--- src/rtl/reset_sequencer_if.sv ---
// Soft-reset request/acknowledge handshake between a requester and
// the reset sequencer.
interface reset_sequencer_if #(
  parameter int N_DOMAINS = 4
);
  logic [N_DOMAINS-1:0] soft_req;
  logic                 soft_ack;

  modport master (output soft_req, input soft_ack);
  modport slave  (input soft_req, output soft_ack);
endinterface

--- src/rtl/reset_sequencer.sv ---
// Staggered release of N reset domains from one board reset, with
// per-domain soft-reset service once all domains are running.
module reset_sequencer #(
  parameter int N_DOMAINS = 4,
  parameter int GAP       = 15,
  parameter int HOLD      = 7,
  parameter int W_CTR     =
    (((GAP > HOLD) ? GAP : HOLD) < 1) ? 1 :
    $clog2(((GAP > HOLD) ? GAP : HOLD) + 1)
) (
  input  logic                 clk,
  input  logic                 rst_n,
  input  logic                 sys_ok,
  reset_sequencer_if.slave     soft_if,
  output logic [N_DOMAINS-1:0] domain_rst_n,
  output logic                 seq_done,
  output logic                 busy
);

  localparam int W_IDX =
    (N_DOMAINS > 1) ? $clog2(N_DOMAINS) : 1;

  typedef enum logic [1:0] {
    S_HOLD,
    S_STAGGER,
    S_RUN,
    S_SOFT
  } state_t;

  state_t               state_q, state_d;
  logic [W_CTR-1:0]     ctr_q, ctr_d;
  logic [W_IDX-1:0]     idx_q, idx_d;
  logic [N_DOMAINS-1:0] mask_q, mask_d;
  logic [N_DOMAINS-1:0] rst_q, rst_d;
  logic                 done_q, done_d;
  logic                 ack_q, ack_d;

  always_ff @(posedge clk or negedge rst_n) begin
    if (!rst_n) begin
      state_q <= S_HOLD;
      ctr_q   <= '0;
      idx_q   <= '0;
      mask_q  <= '0;
      rst_q   <= '0;
      done_q  <= 1'b0;
      ack_q   <= 1'b0;
    end else begin
      state_q <= state_d;
      ctr_q   <= ctr_d;
      idx_q   <= idx_d;
      mask_q  <= mask_d;
      rst_q   <= rst_d;
      done_q  <= done_d;
      ack_q   <= ack_d;
    end
  end

  always_comb begin
    state_d = state_q;
    ctr_d   = ctr_q;
    idx_d   = idx_q;
    mask_d  = mask_q;
    rst_d   = rst_q;
    done_d  = done_q;
    ack_d   = 1'b0;
    // Losing sys_ok beats any release or ack due on the same edge
    if (!sys_ok) begin
      state_d = S_HOLD;
      ctr_d   = '0;
      idx_d   = '0;
      rst_d   = '0;
      done_d  = 1'b0;
    end else begin
      unique case (state_q)
        S_HOLD: begin
          state_d = S_STAGGER;
          ctr_d   = W_CTR'(GAP);
          idx_d   = '0;
        end
        S_STAGGER: begin
          if (ctr_q != '0) begin
            ctr_d = ctr_q - 1'b1;
          end else begin
            rst_d[idx_q] = 1'b1;
            ctr_d        = W_CTR'(GAP);
            idx_d        = idx_q + 1'b1;
            if (idx_q == W_IDX'(N_DOMAINS - 1)) begin
              state_d = S_RUN;
              done_d  = 1'b1;
            end
          end
        end
        S_RUN: begin
          // Skip the ack cycle so a held request is not re-taken
          if (!ack_q && soft_if.soft_req != '0) begin
            mask_d  = soft_if.soft_req;
            rst_d   = rst_q & ~soft_if.soft_req;
            ctr_d   = W_CTR'(HOLD);
            state_d = S_SOFT;
          end
        end
        S_SOFT: begin
          if (ctr_q != '0) begin
            ctr_d = ctr_q - 1'b1;
          end else begin
            rst_d   = rst_q | mask_q;
            ack_d   = 1'b1;
            state_d = S_RUN;
          end
        end
        default: state_d = S_HOLD;
      endcase
    end
  end

  assign domain_rst_n     = rst_q;
  assign seq_done         = done_q;
  assign soft_if.soft_ack = ack_q;
  assign busy             = (state_q != S_RUN);

endmodule

--- src/flat_wrapper.sv ---
// flat-port wrapper written by rule: the top's interface ports become plain ports
module reset_sequencer_flat 
#(
  parameter int N_DOMAINS = 4,
  parameter int GAP       = 15,
  parameter int HOLD      = 7,
  parameter int W_CTR     =
    (((GAP > HOLD) ? GAP : HOLD) < 1) ? 1 :
    $clog2(((GAP > HOLD) ? GAP : HOLD) + 1)
)
  (clk, rst_n, sys_ok, domain_rst_n, seq_done, busy, soft_if_soft_req, soft_if_soft_ack);
  reset_sequencer_if #(.N_DOMAINS(N_DOMAINS)) soft_if_i ();
  input  logic clk;
  input  logic rst_n;
  input  logic sys_ok;
  output logic [N_DOMAINS-1:0] domain_rst_n;
  output logic seq_done;
  output logic busy;
  input wire logic [$bits(soft_if_i.soft_req)-1:0] soft_if_soft_req;
  output wire logic [$bits(soft_if_i.soft_ack)-1:0] soft_if_soft_ack;
  assign soft_if_i.soft_req = soft_if_soft_req;
  assign soft_if_soft_ack = soft_if_i.soft_ack;
  reset_sequencer #(.N_DOMAINS(N_DOMAINS), .GAP(GAP), .HOLD(HOLD), .W_CTR(W_CTR)) u_core (.clk(clk), .rst_n(rst_n), .sys_ok(sys_ok), .soft_if(soft_if_i), .domain_rst_n(domain_rst_n), .seq_done(seq_done), .busy(busy));
endmodule
--- config.mk ---
export PLATFORM = sky130hd
export DESIGN_NAME = reset_sequencer_flat
export DESIGN_NICKNAME = d
export VERILOG_FILES = /design/src/rtl/reset_sequencer_if.sv /design/src/rtl/reset_sequencer.sv /design/src/flat_wrapper.sv
export SDC_FILE = /design/constraint.sdc
export NUM_CORES = 1
export LEC_CHECK = 0
export BUFFER_PORTS_ARGS = -buffer_cell sky130_fd_sc_hd__buf_4
export CORE_MARGIN = 10
export CORE_UTILIZATION = 50
export CTS_CLUSTER_DIAMETER = 40
export DETAILED_ROUTE_END_ITERATION = 8
export PLACE_DENSITY = 0.78
export RECOVER_POWER = 25
export SYNTH_ARGS = -nofsm -noshare
export SYNTH_HDL_FRONTEND = slang
export SYNTH_SLANG_ARGS = --single-unit
--- constraint.sdc ---
create_clock -name clk -period 1.9 [get_ports clk]
set_clock_uncertainty 0.1 [all_clocks]
set_input_delay 0.285 -clock clk [delete_from_list [all_inputs] [get_ports clk]]
set_output_delay 0.285 -clock clk [all_outputs]
set_load 0.03 [all_outputs]
# ---- Word level (Yosys, flattened, before mapping)
# Cells that the tools add are included.
# W data, S select, Z words.
dict set report classes {
  addsub 2
  n_lt_le_gt_ge 2
  n_eq_ne 15
  n_mux 28
  bitwise_logic 4
  reduce_logical 12
}
# operator n
set op_table {}
lappend op_table {{$mux W4} 8}
lappend op_table {{$pmux W4 S4} 1}
lappend op_table {{$mux W2} 7}
lappend op_table {{$pmux W4 S3} 1}
lappend op_table {{$ne A3 B2 Y1 const B} 3}
lappend op_table {{$mux W1} 8}
lappend op_table {{$or A4 B4 Y4} 2}
lappend op_table {{$pmux W2 S4} 1}
lappend op_table {{$reduce_and A4 Y1} 2}
lappend op_table {{$reduce_bool A4 Y1} 2}
lappend op_table {{$eq A2 B2 Y1 const B} 3}
lappend op_table {{$ne A3 B3 Y1 const B} 2}
lappend op_table {{$reduce_and A3 Y1} 2}
lappend op_table {{$and A4 B4 Y4} 1}
lappend op_table {{$ne A2 B1 Y1 const B} 2}
lappend op_table {{$ne A2 B2 Y1 const B} 2}
lappend op_table {{$ne A4 B1 Y1 const B} 1}
lappend op_table {{$not A4 Y4} 1}
lappend op_table {{$pmux W2 S2} 1}
lappend op_table {{$reduce_and A2 Y1} 2}
lappend op_table {{$sub A4 B1 Y4 const B} 1}
lappend op_table {{$lt A2 B3 Y1 const B} 1}
lappend op_table {{$ne A3 B1 Y1 const B} 1}
lappend op_table {{$add A2 B1 Y2 const B} 1}
lappend op_table {{other kinds (6)} 7}
dict set report totals {
  register_bits 18
}

# ---- Longest topological paths before layout
# Gate-level depths: netlist of run 1.
dict set report logic_depth {
  ltp_word 8
  ltp_mapped 6
  ltp_nobuf 6
}

# ---- Worst setup path after synthesis of run 1
# No wires, ideal clock.
dict set report synth_timing {
  path_type {reg-to-reg}
  startpoint {reg u_core.ctr_q[0]}
  endpoint {reg u_core.rst_q[2], in the netlist u_core.domain_rst_n[2]}
  setup_time_ps 77
  arrival_time_ps 1513
  required_ps 1723
  setup_slack_ps 209
  stages_incl_launch_ff 7
  path_buffers 0
  period_less_slack_ps 1691
  cell_sequence {dfrtp_1 -> inv_1 -> ha_1 -> or4bb_4 -> o211ai_4 -> a21oi_1 -> a21oi_1}
}
dict set report synth_via {
  elab_chain_cells 3
  word_cells_on_any_way 4
}
# element line_no
set synth_lines {}
lappend synth_lines {{from (decl)} reset_sequencer.sv:31} ;# logic [W_CTR-1:0] ctr_q, ctr_d;
lappend synth_lines {{from (signal assigned)} reset_sequencer.sv:49} ;# ctr_q <= ctr_d;
lappend synth_lines {{$reduce_bool A4 Y1 *} {reset_sequencer.sv:81, reset_sequencer.sv:103}}
lappend synth_lines {{$ne A3 B3 Y1 (no line)} n/a}
lappend synth_lines {{$reduce_and A4 Y1 (no line) *} n/a}
lappend synth_lines {{to (signal assigned)} reset_sequencer.sv:52} ;# rst_q <= rst_d;
lappend synth_lines {{to (decl)} reset_sequencer.sv:34} ;# logic [N_DOMAINS-1:0] rst_q, rst_d;
# Every way passes the cells marked *; elsewhere a longest branch is shown, timed or not.
# A chain may end at the register's enable or synchronous reset.

# ---- Worst setup path in the final report of run 1
dict set report layout_timing {
  startpoint {reg u_core.ctr_q[0]}
  endpoint {reg u_core.rst_q[0], in the netlist u_core.domain_rst_n[0]}
}
# The elaborated chain is that of the path after synthesis.

==> flow_summary.json, run 1 <==
{
  "status": "finished, final reports clean",
  "path_buf_inv": 1,
  "final_area_mm2": 0.00127,
  "routed.top_layer": "met4",
  "max_freq_ghz": 0.572,
  "wl_met3_um": 126,
  "startpoint_type": "register",
  "final_cell_mix": "dfrtp_1 (18), buf_4 (17), nand2_1 (10), inv_1 (9), a21oi_1 (9)",
  "rsz0062_at_grt": "no",
  "fillers": 178,
  "die_y_um": 66.3,
  "wl_per_cell_um": 15.3,
  "drv_cap": 0,
  "leakage_nw": 0.575,
  "drtPass1Iterations": 4,
  "cts_max_level": 1,
  "slowest_stage": "or4bb_4",
  "cts_tree": "yes",
  "seq_area_frac_synth_pct": 42.0,
  "clockRootBuffer": "clkbuf_4",
  "drt_iter0_drc": 62,
  "antenna_found_initial": 0,
  "p_per_area_mw_per_mm2": 616,
  "path_max_fanout": 8,
  "crit_chain": "inv_2, ha_4, or4bb_4, o211ai_4, a21oi_1, a21oi_1",
  "async_flop_share_pct": 100,
  "placed_cells": 149,
  "finalMaxSlewViolations": 0,
  "stdcell_count": 155,
  "initial_utilization_pct": 53.6,
  "crit_required_ns": 2.02,
  "synth.distinct_cells": 38,
  "io_buffers": 13,
  "wirelength_mm": 2.38,
  "fin_nets": 142,
  "drive_gt1_share_pct": 28.9,
  "period_minus_slack_ns": 1.75,
  "met1_length_mm": 1.10,
  "wl_met2_mm": 1.13,
  "hold_violations": 0,
  "core_area_mm2": 0.00200,
  "ys_ff_latch": 18,
  "grt-ovfl-total": 0,
  "vdd_drop_max_mv": 0.475,
  "place_congestion": 0.838,
  "path_delay_family": "simple AND/OR/NAND/NOR gates",
  "path_clk_slew_ns": 0.10,
  "finalCritPeriodShare_pct": 92.1,
  "num_io_pins": 14,
  "tightest_slew_ns": 1.01,
  "insertion_delay_ns": 0.29,
  "numClockSinks": 18,
  "crit_type": "register to register",
  "ys.flop_type": "dfrtp_1",
  "num_vias": 890,
  "area_growth_pct": 18.5,
  "synth_warnings": 0,
  "final_common_cell": "dfrtp_1",
  "setup_slack_ns": 0.150,
  "min_path_type": "input pin to register",
  "track_usage_pct": 11.5,
  "grt_pass1_vias": 846,
  "antenna_cells": 0,
  "drc": 0,
  "via_per_inst": 5.74,
  "syn_area_per_cell_um2": 9.67,
  "fin_tns_setup_ns": 0,
  "cts_max_path_buffers": 2,
  "crit_arrival_ns": 1.87,
  "setup_viol": 0,
  "slowest_delay_ns": 0.54,
  "drtAntennaViolNets": 0,
  "dp_slack_ns": 0.0756,
  "rows": 16,
  "syn-instance-count": 111,
  "slew_headroom_pct": 32.4,
  "synth_edf_count": 0,
  "crit_top_cell": "a21oi_1",
  "synth_area_mm2": 0.00107,
  "syn_nets": 124,
  "die_x_um": 66.3,
  "dieArea_mm2": 0.00440,
  "cts_made_buffers": 3,
  "dp_hpwl_mm": 1.76,
  "grt_pass1_wl_mm": 3.97,
  "grt_max_degree": 19,
  "dpl_cell_area_mm2": 0.00121,
  "cp-end-kind": "register"
}
==> power by group <==
part / switching, mW / leakage, nW / internal (mW)
Clock: 0.117 / 0.0210 / 0.117
Sequential: 0.0218 / 0.236 / 0.403
Combinational: 0.0680 / 0.318 / 0.0581
Total: 0.207 / 0.575 / 0.577
==> final timing paths <==
kind,slack [ns],startpoint,endpoint,depth (start not counted)
worst max-delay path,0.15,u_core.ctr_q[0]$_DFFE_PN0P_,u_core.domain_rst_n[0]$_DFFE_PN0P_,6
worst min-delay path,0.16,soft_if_soft_req[2],u_core.mask_q[2]$_DFFE_PN0P_,2
min in group asynchronous,0.57,rst_n,u_core.ctr_q[0]$_DFFE_PN0P_,2
worst max register to register,0.15,u_core.ctr_q[0]$_DFFE_PN0P_,u_core.domain_rst_n[0]$_DFFE_PN0P_,6
worst min register to register,0.40,u_core.seq_done$_DFFE_PN0P_,u_core.seq_done$_DFFE_PN0P_,1
max in group asynchronous,0.52,rst_n,u_core.mask_q[2]$_DFFE_PN0P_,2
==> cell usage after synthesis, drive strengths merged, types with 2 or more instances <==
cell,instances,area [um2]
nor3b,2,15.0
a21boi,2,15.0
a21oi,9,45.0
nand2,10,37.5
ha,6,75.1
nand3,9,50.1
inv,11,41.3
o21ai,6,30.0
or3b,2,20.0
o211ai,2,28.8
clkbuf,4,15.0
nor2,6,25.0
mux2,4,45.0
and3,2,12.5
dfrtp,18,450
buf,2,12.5
==> cell families after synthesis <==
| family | Yosys count | share of synthesized area (%) |
|---|---|---|
| AND/OR/NAND/NOR | 38 | 21.9 |
| AO/OA/AOI/OAI | 28 | 18.5 |
| flip-flops | 18 | 42.0 |
| buffers and inverters | 17 | 6.41 |
| adder cells (fa/ha/maj) | 6 | 6.99 |
| multiplexers | 4 | 4.20 |
==> metrics by stage <==
step | power (mW) | hold slack, ns | util [%]
2_1_floorplan | 0.501 | -0.111 | -
3_3_place_gp | 0.545 | 0.0704 | 60.3
3_5_place_dp | 0.550 | 0.0696 | 60.3
4_1_cts | 0.787 | 0.155 | 62.6
5_1_grt | 0.826 | 0.150 | 63.6
6_report | 0.784 | 0.161 | 63.6
==> timing repair <==
action / in CTS / in global routing
gates resized for setup: 0 / 5
buffers inserted: 0 / 1
hold buffers: 1 / 0
endpoints found under the hold margin: 18 / 0
setup endpoints to repair: 0 / 7
==> sequential cells by signal (all words and copies together), names as in the netlist <==
name                     cells
u_core.domain_rst_n          4
u_core.state_q               2
u_core.seq_done              1
u_core.mask_q                4
u_core.idx_q                 2
u_core.soft_if.soft_ack      1
u_core.ctr_q                 4
==> worst reg2reg max path, delay by kind of cell, from the launching register on <==
family,cells,cell delay (ns)
AND/OR/NAND/NOR,1,0.54
flip-flops,1,0.42
adder cells (fa/ha/maj),1,0.15
buffers and inverters,1,0.09
AO/OA/AOI/OAI,3,0.37
==> per-layer routing <==
| metal | track usage [%] | vias up |
|---|---|---|
| met4 | 4.71 | 0 |
| met5 | 0 | - |
| met2 | 18.3 | 24 |
| li1 | - | 428 |
| met1 | 14.1 | 436 |
| met3 | 3.39 | 2 |
==> area by class of cell <==
| cell class | count | area (um2) | area share (%) |
|---|---|---|---|
| tap | 27 | 33.8 | 2.65 |
| timing repair buffer | 19 | 141 | 11.1 |
| inverter | 11 | 41.3 | 3.24 |
| clock buffer | 4 | 36.3 | 2.85 |
| multi-input combinational | 76 | 569 | 44.7 |
| sequential | 18 | 450 | 35.4 |
Note: power is estimated with default switching activity, not from simulation.
==> run 2: changes to the inputs <==
Settings changed: ABC_AREA set to 1, CTS_CLUSTER_SIZE set to 10, PLACE_DENSITY 0.78 to 0.77.
==> run 2 against run 1 <==
Net effect:
- final area up 5.4%
- clock-buffer cell count unchanged
- sequential cell count unchanged
- critical path depth down 3
- global-route usage up 0.67 points
- combinational power rose to 6.9 times the previous value
- synthesized area up 10%
- clock power about the same
- first-iteration DRC count down 6.5%
- sequential share of layout area down 1.8 points
- via count up 17%
- register-to-register slack better by 0.22 ns
- critical endpoint is now busy
- largest power group is now combinational logic
- highest routed layer unchanged
==> flow_summary.json, run 2 <==
{
  "synth.distinct_cells": 25,
  "rsz0062_at_grt": "no",
  "path_delay_family": "flip-flops",
  "path_max_fanout": 9,
  "p_int_mw": 0.942,
  "via_per_inst": 5.28,
  "synth_compound_area_share_pct": 10.1,
  "slew_headroom_pct": 31.4,
  "grt_pass1_vias": 1039,
  "clockRootBuffer": "clkbuf_4",
  "core_area_mm2": 0.00223,
  "syn-instance-count": 153,
  "crit_chain": "inv_2, nand2_4, buf_4",
  "antenna_cells": 0,
  "place_congestion": 0.918,
  "synth_edf_count": 0,
  "multi_input_area_um2": 627,
  "max_freq_ghz": 0.581,
  "finalMaxSlewViolations": 0,
  "yosys.area_share.simple_pct": 35.7,
  "tightest_slew_ns": 1.03,
  "finalCritPeriodShare_pct": 90.5,
  "die_y_um": 68.7,
  "cts_max_level": 1,
  "clock_power_share_pct": 13.2,
  "path_buf_inv": 2,
  "p_switching_mw": 0.821,
  "cts_tree": "yes",
  "drt_iter0_drc": 58,
  "grt_max_degree": 19,
  "synth_warnings": 0,
  "synthAdderAreaFrac_pct": 6.34,
  "muxShareOfSynthArea_pct": 0,
  "setup_viol": 0,
  "ys_ff_latch": 18,
  "die_x_um": 68.7,
  "rows": 17,
  "track_usage_pct": 12.2,
  "period_minus_slack_ns": 1.72,
  "r2r_slack_ns": 0.37,
  "r2r_start": "u_core.ctr_q[0]$_DFFE_PN0P_",
  "pwr-share-comb_pct": 49.1,
  "seq_area_um2": 450,
  "final_cell_mix": "nand2_1 (43), inv_1 (21), dfrtp_1 (18), o21ai_0 (15), buf_4 (12)",
  "dieArea_mm2": 0.00472,
  "cts_made_buffers": 3,
  "grt_pass1_wl_mm": 4.44,
  "worstSetupStartpoint": "u_core.state_q[0]$_DFFE_PN0P_",
  "yosysMostFrequentCell": "nand2_1",
  "cp-end-kind": "primary output",
  "stdcell_count": 197,
  "wl_per_cell_um": 13.1,
  "synth_xor_xnor_area_share_pct": 0.739,
  "drv_cap": 0,
  "r2r_end": "u_core.seq_done$_DFFE_PN0P_",
  "status": "finished, final reports clean",
  "synthTopCellsByArea": "dfrtp_1 (38%), nand2_1 (14%), inv_1 (6.7%), ha_1 (6.3%), o21ai_0 (6.3%)",
  "synth_area_mm2": 0.00118,
  "antenna_found_initial": 0,
  "p_sw_share_pct": 46.6,
  "netlist.area_leader.share_pct": 38.0,
  "seq_power_share_pct": 37.7,
  "power.total_mw": 1.76,
  "num_io_pins": 14,
  "area_growth_pct": 13.2,
  "p_per_area_mw_per_mm2": 1310,
  "slowest_stage": "dfrtp_1",
  "seq_area_frac_synth_pct": 38.0,
  "crit_type": "register to primary output",
  "drive_gt1_share_pct": 21.3,
  "fillers": 231,
  "io_buffers": 13,
  "hold-path-endpoint": "u_core.mask_q[2]$_DFFE_PN0P_",
  "wirelength_mm": 2.57,
  "final_common_cell": "nand2_1",
  "ff2ff_path_depth": 7,
  "synth_largest_area_cell": "dfrtp_1",
  "hold_depth": 3,
  "hold_violations": 0,
  "placed_cells": 192,
  "num_vias": 1041,
  "vdd_drop_max_mv": 0.696,
  "leakage_nw": 0.730,
  "syn_nets": 166,
  "insertion_delay_ns": 0.29,
  "grt-ovfl-total": 0,
  "final_util_pct": 60.1,
  "drtPass1Iterations": 5,
  "fin_nets": 183,
  "startpoint_type": "register",
  "synth_top_family_by_area": "simple AND/OR/NAND/NOR gates",
  "cts_max_path_buffers": 2,
  "numClockSinks": 18,
  "async_flop_share_pct": 100,
  "drc": 0,
  "initial_utilization_pct": 53.1,
  "fin_tns_setup_ns": 0,
  "min_path_type": "input pin to register",
  "dp_hpwl_mm": 2.05,
  "drtAntennaViolNets": 0,
  "crit_required_ns": 1.51,
  "synth.top_cells.by_count": "nand2_1 (43), inv_1 (21), dfrtp_1 (18)",
  "crit_arrival_ns": 1.33,
  "ys.flop_type": "dfrtp_1",
  "syn_area_per_cell_um2": 7.74,
  "slowest_delay_ns": 0.59,
  "path_clk_slew_ns": 0.10,
  "min-delay-start": "soft_if_soft_req[2]"
}
==> run 2: worst max-delay path by stage <==
stage,end,slack (ns),cells past startpoint
3_5_place_dp,u_core.seq_done$_DFFE_PN0P_,0.38,7
3_3_place_gp,u_core.seq_done$_DFFE_PN0P_,0.42,7
5_1_grt,busy,0.10,3
2_1_floorplan,u_core.seq_done$_DFFE_PN0P_,0.56,7
6_report,busy,0.18,3
4_1_cts,busy,0.18,3
==> run 2: layout make-up <==
| cell class | instances | share of cell area (%) |
|---|---|---|
| flip-flops and latches | 18 | 33.6 |
| well taps | 28 | 2.61 |
| repair buffers | 14 | 7.74 |
| inverters | 23 | 6.62 |
| multi-input cells | 110 | 46.7 |
| clock buffers | 4 | 2.71 |
==> run 2: timing repair <==
action,4_1_cts,5_1_grt
hold endpoints to repair,18,0
resized for setup,0,0
hold buffers,1,0
setup buffers,0,0
==> run 2: per-stage QoR <==
stage | hold slack [ns] | worst slack [ns] | area [um2]
after detailed placement | 0.0700 | 0.382 | 1300
after CTS | 0.107 | 0.182 | 1350
after global routing | 0.110 | 0.105 | 1340
after global placement | 0.0664 | 0.421 | 1300
after floorplan | -0.111 | 0.562 | 1180
final | 0.109 | 0.180 | 1340
==> run 2: logic make-up after synthesis <==
group / after synthesis
adders and majority gates: 6
AOI/OAI and AO/OA: 22
buffers and inverters: 25
xor gates and xnor gates: 1
DFF: 18
and+or+nand+nor: 81
==> run 2: per-layer routing <==
metal | wire [um] | up-vias | GRT usage, % | part of all wire [%]
li1 | - | 517 | - | -
met5 | 0 | - | 0 | 0
met4 | 38 | 0 | 5.28 | 1.5
met3 | 137 | 5 | 2.90 | 5.3
met1 | 1140 | 495 | 14.6 | 44
met2 | 1260 | 24 | 20.4 | 49
==> run 2: worst reg2reg max path, stage by stage (launching register included) <==
cell and delay [ns]:
dfrtp_1 0.40, inv_1 0.14, ha_1 0.22, nand2_4 0.10, inv_1 0.11, nand2_1 0.08, o21ai_1 0.18, o21ai_0 0.10
==> run 2: power groups by stage <==
stage | clock network [mW] | logic [mW] | registers, mW
2_1_floorplan | 0 | 0.698 | 0.643
3_3_place_gp | 0 | 0.848 | 0.664
3_5_place_dp | 0 | 0.867 | 0.669
4_1_cts | 0.241 | 0.873 | 0.664
5_1_grt | 0.261 | 0.983 | 0.685
6_report | 0.233 | 0.866 | 0.664
